--- src/rtl/crc16_pkg.sv ---
// crc16_pkg
// Shared definitions for the CRC-16 frame controller slice.
//   POLY_MODBUS : reflected CRC-16/MODBUS polynomial (right-shift form)
//   INIT_MODBUS : CRC register preset applied at the start of every frame
//   state_t     : frame controller FSM states
//   byte_swap   : helper that produces the transmit-order CRC word
package crc16_pkg;

  localparam logic [15:0] POLY_MODBUS = 16'hA001;
  localparam logic [15:0] INIT_MODBUS = 16'hFFFF;

  typedef enum logic [1:0] {
    IDLE,
    SHIFT,
    DONE
  } state_t;

  // The low CRC byte goes on the wire first, so the presented word is swapped.
  function automatic logic [15:0] byte_swap(input logic [15:0] value);
    return {value[7:0], value[15:8]};
  endfunction

endpackage

--- src/rtl/crc16_bit_step.sv ---
// crc16_bit_step
// One bit of a reflected (LSB-first) CRC-16: shift right with zero fill,
// then XOR the polynomial if the bit shifted out was a 1.
// Ports:
//   crc_in   [15:0] in  : current CRC register
//   poly     [15:0] in  : reflected polynomial
//   crc_next [15:0] out : CRC register after one bit step
module crc16_bit_step (
  input  logic [15:0] crc_in,
  input  logic [15:0] poly,
  output logic [15:0] crc_next
);

  always_comb begin
    crc_next = {1'b0, crc_in[15:1]};
    if (crc_in[0]) begin
      crc_next = crc_next ^ poly;
    end
  end

endmodule

--- src/rtl/crc16_frame_ctrl.sv ---
// crc16_frame_ctrl
// Byte-serial CRC-16 over a frame, one bit per clock. Each accepted byte is
// folded into the low CRC byte and then shifted for 8 cycles; after the final
// byte of a frame the result is presented with a one-cycle crc_valid pulse and
// the register re-presets itself for the next frame.
// Parameters:
//   POLY : reflected polynomial (default CRC-16/MODBUS)
//   INIT : CRC preset value at frame start
// Ports:
//   clk            in  : clock, rising edge
//   rst            in  : asynchronous, active-low reset
//   start          in  : abort current frame and re-preset the CRC
//   in_valid       in  : in_data / in_last valid
//   in_data  [7:0] in  : frame byte
//   in_last        in  : in_data is the final byte of the frame
//   in_ready       out : a byte can be accepted this cycle
//   busy           out : shifting a byte or presenting a result
//   crc_valid      out : one-cycle pulse, new result on crc_out / crc_raw
//   crc_out [15:0] out : final CRC, bytes swapped
//   crc_raw [15:0] out : final CRC register value
module crc16_frame_ctrl
  import crc16_pkg::*;
#(
  parameter logic [15:0] POLY = POLY_MODBUS,
  parameter logic [15:0] INIT = INIT_MODBUS
) (
  input  logic        clk,
  input  logic        rst,
  input  logic        start,
  input  logic        in_valid,
  input  logic [7:0]  in_data,
  input  logic        in_last,
  output logic        in_ready,
  output logic        busy,
  output logic        crc_valid,
  output logic [15:0] crc_out,
  output logic [15:0] crc_raw
);

  state_t      state;
  logic [15:0] crc_reg;
  logic [15:0] step_next;
  logic [2:0]  bit_cnt;
  logic        last_flag;

  crc16_bit_step u_bit_step (
    .crc_in   (crc_reg),
    .poly     (POLY),
    .crc_next (step_next)
  );

  // start has priority over a byte, so it must also hide in_ready in the same
  // cycle; rst gating keeps in_ready low for the whole reset period.
  assign in_ready = rst && (state == IDLE) && !start;
  assign busy     = (state != IDLE);

  // crc_valid is registered and set on the transition into DONE, so it is
  // high exactly for the single DONE cycle. A start in the last SHIFT cycle
  // therefore prevents the pulse from ever appearing.
  always_ff @(posedge clk or negedge rst) begin
    if (!rst) begin
      state     <= IDLE;
      crc_reg   <= INIT;
      bit_cnt   <= 3'd0;
      last_flag <= 1'b0;
      crc_valid <= 1'b0;
      crc_out   <= 16'h0000;
      crc_raw   <= 16'h0000;
    end else begin
      crc_valid <= 1'b0;
      if (start) begin
        state     <= IDLE;
        crc_reg   <= INIT;
        bit_cnt   <= 3'd0;
        last_flag <= 1'b0;
      end else begin
        case (state)
          IDLE: begin
            if (in_valid) begin
              crc_reg   <= crc_reg ^ {8'h00, in_data};
              bit_cnt   <= 3'd0;
              last_flag <= in_last;
              state     <= SHIFT;
            end
          end
          SHIFT: begin
            crc_reg <= step_next;
            bit_cnt <= bit_cnt + 3'd1;
            if (bit_cnt == 3'd7) begin
              if (last_flag) begin
                state     <= DONE;
                crc_valid <= 1'b1;
                crc_raw   <= step_next;
                crc_out   <= byte_swap(step_next);
              end else begin
                state <= IDLE;
              end
            end
          end
          DONE: begin
            // Auto-preset so the next frame needs no start pulse.
            crc_reg   <= INIT;
            last_flag <= 1'b0;
            state     <= IDLE;
          end
          default: begin
            state <= IDLE;
          end
        endcase
      end
    end
  end

endmodule
--- config.mk ---
export PLATFORM = sky130hd
export DESIGN_NAME = crc16_frame_ctrl
export DESIGN_NICKNAME = d
export VERILOG_FILES = /design/src/rtl/crc16_pkg.sv /design/src/rtl/crc16_bit_step.sv /design/src/rtl/crc16_frame_ctrl.sv
export SDC_FILE = /design/constraint.sdc
export NUM_CORES = 1
export LEC_CHECK = 0
export ABC_CLOCK_PERIOD_IN_PS = 2250
export CAP_MARGIN = 25
export CORE_ASPECT_RATIO = 1.25
export CORE_MARGIN = 2
export CORE_UTILIZATION = 40
export DETAILED_ROUTE_END_ITERATION = 6
export PLACE_DENSITY = 0.66
export SYNTH_ARGS = -nofsm -noshare
export SYNTH_HDL_FRONTEND = slang
export SYNTH_SLANG_ARGS = --single-unit
--- constraint.sdc ---
create_clock -name clk -period 2.25 [get_ports clk]
set_input_delay 0.225 -clock clk [delete_from_list [all_inputs] [get_ports clk]]
set_output_delay 0.225 -clock clk [all_outputs]
set_load 0.01 [all_outputs]
== Word level (Yosys, flattened, before mapping) ==
Index checks and enable logic that the tools add are counted.

* Add/sub/neg operators: 1
* Equality and inequality tests: 5
* Mux-type cells: 19
* Bitwise operators: 3
* Reduce and logical (&&, ||, !) cells: 13

{| class="wikitable"
|+ Operators with widths
! cell !! count
|-
| $mux 16 || 3
|-
| $pmux 16 s3 || 1
|-
| $xor 16x8->16 || 1
|-
| $mux 2 || 4
|-
| $reduce_and 2->1 || 4
|-
| $mux 1 || 6
|-
| $mux 3 || 2
|-
| $ne 3x3->1 const B || 2
|-
| $pmux 3 s2 || 1
|-
| $reduce_bool 3->1 || 2
|-
| $pmux 2 s2 || 1
|-
| $reduce_and 4->1 || 1
|-
| $reduce_bool 4->1 || 1
|-
| $add 3x1->3 const B || 1
|-
| $eq 3x3->1 const B || 1
|-
| $not 2->3 || 1
|-
| $eq 2x1->1 const B || 1
|-
| $eq 2x2->1 const B || 1
|-
| $logic_and 1x1->1 || 2
|-
| $logic_not 2->1 || 1
|-
| $pmux 1 s2 || 1
|-
| $reduce_bool 2->1 || 1
|-
| $logic_not 1->1 || 1
|-
| $not 1->1 || 1
|}

* Register bits: 55
* Output and inout port bits: 35
* Logic and storage cells: 48

== Logic depth before layout (Yosys ltp) ==
Gate-level depths: netlist of run 1.

* Depth in word-level cells: 4
* Mapped depth: 7

== Cells and area by module ==
Synthesis of run 1 repeated with hierarchy kept, for this count alone.

* Cell total of the unflattened synthesis: 238
* Area total of the unflattened synthesis: 2402.3 µm²

{| class="wikitable"
|+ By module, submodules not included
! module !! instances !! cells each !! area an instance (µm²) !! sequential area each (µm²)
|-
| crc16_frame_ctrl || 1 || 205 || 2165.8 || 996.0
|-
| crc16_bit_step || 1 || 33 || 236.5 || 0.0
|}

== Worst setup path before layout of run 1 ==
Ideal clock, no wire load.

* Kind: reg-to-output
* From: reg state[1]
* To: out in_ready
* Data arrival time: 1.444 ns
* Data required time: 2.025 ns
* Setup slack: 0.581 ns
* Cell stages (with the launch flop): 7
* Path through: dfrtp_1 -> inv_1 -> ha_1 -> buf_2 -> clkbuf_1 -> nand2_1 -> nor2_1

* Word-level cells in the longest chain between the ends: 3

{| class="wikitable"
|+ RTL lines
! element !! line !! source
|-
| start, declared || crc16_frame_ctrl.sv:40 || <nowiki>state_t state;</nowiki>
|-
| start signal, assigned || crc16_frame_ctrl.sv:62 || <nowiki>state <= IDLE;</nowiki>
|-
| start signal, assigned || crc16_frame_ctrl.sv:72 || <nowiki>state <= IDLE;</nowiki>
|-
| start signal, assigned || crc16_frame_ctrl.sv:83 || <nowiki>state <= SHIFT;</nowiki>
|-
| $logic_not 2->1 || crc16_frame_ctrl.sv:54 || <nowiki>assign in_ready = rst && (state == IDLE) && !start;</nowiki>
|-
| $logic_and 1x1->1 (2 in series) || crc16_frame_ctrl.sv:54 ||
|-
| end, declared || crc16_frame_ctrl.sv:33 || <nowiki>output logic in_ready,</nowiki>
|}

Every way passes these cells.

== Worst setup path after layout of run 1 ==
Ends and elaborated chain as after synthesis.

==> qor.yml, run 1 <==
run_status: "finished, final reports clean"
fmax_mhz: 488
rsz0062_at_grt: "no"
cp.arrival_ns: 1.82
cts_tree: "yes"
worstSetupEndpointType: "output pin"
cts.sinks: 39
rows: 30
syn_avg_cell_area_sq_um: 10.6
grt_max_degree: 40
drcViolationCount: 0
dr_total_vias: 1657
grt_pass1_wl_um: 7580
cts-root-buf: "clkbuf_8"
hold_buffers: 0
tns_ns: 0
fillers: 491
syn_to_final_growth_pct: 24.7
cap_violations: 0
syn-num-nets: 227
io_buffers: 47
htree_levels: 2
grt_pass1_vias: 1570
die_x_um: 70.2
drtPass1Iterations: 4
pwr-share-seq_pct: 46.3
p_sw_uw: 556
pwr-share-comb_pct: 22.4
largest_reg_flops: 16
synth_seq_cells: 39
place_congestion: 0.792
antenna_found_initial: 0
initial_utilization_pct: 40.8
ys_types: 36
grt_usage_pct: 15.5
finalInstanceArea_sq_um: 2730
critPathKind: "reg2out"
seq_area_sq_um: 996
wl_per_cell_um: 14.8
synthFlopType: "dfrtp_1"
synth_edf_count: 0
relSlewSlack_pct: 67.0
antenna_left: 0
cts_buffers: 5
boundaryPins: 48
pwr-share-clk_pct: 31.2
multi_input_area_sq_um: 981
p_total_uw: 1890
grt_overflow_total: 0
clkTransAtPathRegs_ns: 0.08
layout-drive-gt1-share_pct: 17.9
post_drt_via_cell_ratio: 5.45
path_max_fanout: 8
antenna_cells: 0
intPower_uw: 1330
place_area_sq_um: 2620
fin_crit_ns: 2.05
leakage_uw: 0.00118
cts_max_path_buffers: 2
drtIter0Drc: 105
start_kind: "flip-flop"
postSynth.asyncResetShare_pct: 100
nets: 260
worst_pin_slew_ns: 0.495
yosysWarnings: 0
setup_viol: 0
syn_area_sq_um: 2190
ir_worst_vdd_mv: 0.254
p_per_area_nw_per_um2: 691
core_area_sq_um: 5370
crit_required_ns: 2.03
switching_share_pct: 29.4
fin_skew_ns: 0.0107
die_y_um: 86.8
hold_violations: 0
fp.dieArea_sq_um: 6090
post-route-period-util_pct: 91.1
wirelength_um: 4490
seq_area_frac_synth_pct: 45.4
synthCells: 206
drv_slew: 0
dp_hpwl_um: 3200
worstHoldPathType: "in2async"
clock_latency_ns: 0.30
## layout by cell type (no fill, tap or decap), types with 2 or more instances in the layout
cell	count
dfstp_2	16
a21oi_1	20
inv_1	3
inv_2	3
nor2b_1	2
nand2_1	3
a21o_1	8
ha_1	7
dfrtp_1	23
or2_1	2
mux2_1	15
buf_4	10
a211oi_1	8
o21ai_1	4
nand2b_1	3
clkbuf_8	5
clkdlybuf4s50_1	46
nand3_1	2
nor2_1	9
o21ai_0	10
nand4_1	3
o2bb2ai_1	8
and4b_1	8
a31oi_1	7
## critical path, cell delays in order, from the launching register on
cell and delay (ns):
dfrtp_1 0.46, inv_2 0.13, ha_2 0.22, nand2_1 0.06, nor2_1 0.12, clkdlybuf4s50_1 0.55
## cell usage after synthesis, drive strengths merged, types with 6 or more instances
cell type	instances	area (sq um)
a31oi	8	56.3
and4b	8	80.1
mux2	16	180
ha	8	100
a21o	8	60.1
dfstp	16	420
buf	29	188
o2bb2ai	8	70.1
o21ai	14	70.1
nor2	9	33.8
a211oi	8	60.1
inv	6	22.5
a21oi	21	109
dfrtp	23	576
## power groups by stage
stage | sequential (uW) | clock (uW) | combinational [uW]
6_report | 875 | 590 | 424
5_1_grt | 888 | 637 | 477
4_1_cts | 875 | 610 | 426
3_5_place_dp | 888 | 0 | 423
3_3_place_gp | 886 | 0 | 418
2_1_floorplan | 858 | 0 | 313
## through the flow
stage | setup slack (ns) | instances | util (%) | hold slack [ns]
6_report | 0.200 | 304 | 50.9 | 0.0257
5_1_grt | 0.0109 | 304 | 50.9 | 0.0639
4_1_cts | 0.0861 | 304 | 50.9 | 0.0501
3_5_place_dp | 0.395 | 296 | 48.8 | 0.377
3_3_place_gp | 0.430 | 296 | 48.8 | 0.366
2_1_floorplan | 0.581 | 206 | - | -0.0706
## final timing paths
| path | from | endpoint | slack (ns) | cells past startpoint |
|---|---|---|---|---|
| max in group asynchronous | rst | crc_reg[3] | 1.85 | 2 |
| max | state[1] | in_ready | 0.20 | 5 |
| min | rst | crc_out[2] | 0.03 | 2 |
| min in group clk | crc_reg[8] | crc_reg[8] | 0.49 | 1 |
| min reg2reg | crc_reg[8] | crc_reg[8] | 0.49 | 1 |
| max reg2reg | state[1] | crc_reg[14] | 0.47 | 5 |
## layout make-up
cell class,instances,share of cell area [%]
Clock buffer,5,2.52
Clock inverter,3,1.60
Sequential cell,39,36.4
Timing Repair Buffer,57,19.8
Multi-Input combinational cell,130,35.9
Tap cell,64,2.93
Inverter,6,0.824
## cells by family (layout without fill, tap and decap cells)
group	after synthesis	count (layout)	share of synthesized area (%)
mux	16	16	8.22
buf+inv	37	71	9.93
simple gates	34	34	10.4
flops	39	39	45.4
fa+ha+maj	8	8	4.57
xor+xnor	2	2	0.799
compound gates	70	70	20.6
## layer usage
metal,up-vias,wire (um),track usage [%]
li1,805,-,-
met1,816,2040,20.3
met2,30,2250,26.0
met3,6,118,2.21
met4,0,82,6.29
met5,-,0,0
## what timing repair did
action,in CTS,in global routing
setup buffers,0,0
endpoints found under the setup margin,0,2
gates resized for setup,0,2
hold endpoints to repair,0,0
Note: power is estimated with default switching activity, not from simulation.
==> inputs of run 2 (changes only) <==
--- a/config.mk
+++ b/config.mk
@@ -7,7 +7,6 @@
 export LEC_CHECK = 0
 export ABC_CLOCK_PERIOD_IN_PS = 2250
 export CAP_MARGIN = 25
-export CORE_ASPECT_RATIO = 1.25
 export CORE_MARGIN = 2
 export CORE_UTILIZATION = 40
 export DETAILED_ROUTE_END_ITERATION = 6
==> run 2 against run 1 <==
Effect of this change: register-to-register slack worse by 0.25 ns; clock power hardly changed; combinational power is 1% higher; setup slack worse by 0.028 ns; sequential power hardly changed; final cell count is 1.3% higher; hold slack worse by 0.025 ns; via count is 0.48% lower; non-clock buffer count is 2 lower; clock-buffer cell count is 1 higher; sequential share of layout area is 0.10 points lower; largest power group unchanged.
==> qor.yml, run 2 (same netlist as run 1, synthesis figures left out) <==
run_status: "finished, final reports clean"
start_kind: "flip-flop"
post-cts-setup-buffer-count: 0
final_cells: 308
r2r_start: "state[1]"
final_common_cell: "clkdlybuf4s50_1"
cts_max_path_buffers: 2
post-route-period-util_pct: 92.3
fin_crit_ns: 2.08
nets: 258
htree_levels: 2
wirelength_um: 4540
rr_worst_depth: 5
cts.sinks: 39
setup_viol: 0
path_max_fanout: 8
crit_required_ns: 2.03
worstSetupEndpointType: "output pin"
rsz0062_at_grt: "no"
grt_overflow_total: 0
die_x_um: 78.0
finalInstanceArea_sq_um: 2740
tns_ns: 0
grt_max_degree: 40
clock_latency_ns: 0.29
grt_pass1_wl_um: 8180
critPathKind: "reg2out"
final_cell_mix: "46 x clkdlybuf4s50_1, 23 x dfrtp_1, 20 x a21oi_1, 16 x dfstp_2, 15 x mux2_1"
drtIter0Drc: 63
initial_utilization_pct: 42.1
layout-drive-gt1-share_pct: 16.8
clkTransAtPathRegs_ns: 0.07
place_area_sq_um: 2610
die_y_um: 78.0
syn_to_final_growth_pct: 25.0
post_drt_via_cell_ratio: 5.35
hold_violations: 0
wl_per_cell_um: 14.7
largest_reg_flops: 16
io_buffers: 47
drtPass1Iterations: 4
cap_violations: 0
boundaryPins: 48
core_area_sq_um: 5200
worstHoldPathType: "in2async"
fmax_mhz: 481
antenna_cells: 0
hold_buffers: 0
cts-root-buf: "clkbuf_8"
leakage_uw: 0.00117
antenna_left: 0
grt_pass1_vias: 1702
dp_hpwl_um: 3080
fin_hold_ws_ns: 0.000405
rows: 26
drv_slew: 0
relSlewSlack_pct: 67.2
dp_cells: 300
antenna_found_initial: 0
grt_usage_pct: 16.8
dr_total_vias: 1649
place_congestion: 0.809
cts_resized: 0
r2r_end: "crc_reg[13]"
cts_buffers: 5
p_per_area_nw_per_um2: 693
worst_pin_slew_ns: 0.492
postLayoutCoreUtil_pct: 52.6
drcViolationCount: 0
rrSetupSlack_ns: 0.22
fin_skew_ns: 0.00864
fp.dieArea_sq_um: 6090
cp.arrival_ns: 1.85
cts_tree: "yes"
ir_worst_vdd_mv: 0.337
[run 2: final cells by class]
cell class / count / area (sq um)
fill: 478 / 2460
sequential: 39 / 996
multi-input combinational: 130 / 991
timing repair buffer: 55 / 526
tap: 70 / 87.6
clock buffer: 6 / 82.6
clock inverter: 2 / 35.0
inverter: 6 / 22.5
[run 2: through the flow]
stage / total power (uW) / setup slack (ns)
after floorplan: 1170 / 0.581
after global routing: 2030 / 0.00392
final: 1900 / 0.173
after CTS: 1910 / 0.0188
after global placement: 1300 / 0.368
after detailed placement: 1310 / 0.290
[run 2: worst max path at each step]
stage                       end     start
detailed placement  crc_reg[13]  state[1]
floorplan              in_ready  state[1]
finish                 in_ready  state[1]
global placement     crc_reg[9]  state[1]
CTS                    in_ready  state[1]
global route           in_ready  state[1]
[run 2: report_power, final]
group | leakage (uW) | switching, uW | internal [uW]
clock network | 0.0000612 | 234 | 359
logic | 0.000622 | 233 | 197
registers | 0.000488 | 71.1 | 806
[run 2: worst max-delay path: stages (launching register included)]
cell,delay [ns]
dfrtp_1,0.45
inv_1,0.22
ha_4,0.22
nand2_1,0.06
nor2_1,0.08
clkdlybuf4s50_1,0.54
[run 2: layer usage]
layer | part of all wire, % | track usage (%) | vias up
met5 | 0 | 0 | -
met2 | 46 | 25.7 | 50
met3 | 4.0 | 2.18 | 7
li1 | - | - | 808
met1 | 48 | 23.9 | 784
met4 | 1.8 | 7.19 | 0
==> inputs of run 3 (changes only) <==
--- a/config.mk
+++ b/config.mk
@@ -10,6 +10,7 @@
 export CORE_MARGIN = 2
 export CORE_UTILIZATION = 40
 export DETAILED_ROUTE_END_ITERATION = 6
+export GPL_ROUTABILITY_DRIVEN = 0
 export PLACE_DENSITY = 0.66
 export SYNTH_ARGS = -nofsm -noshare
 export SYNTH_HDL_FRONTEND = slang
==> results of run 3 <==
Final layout, timing and power as in run 2 (identical DEF).
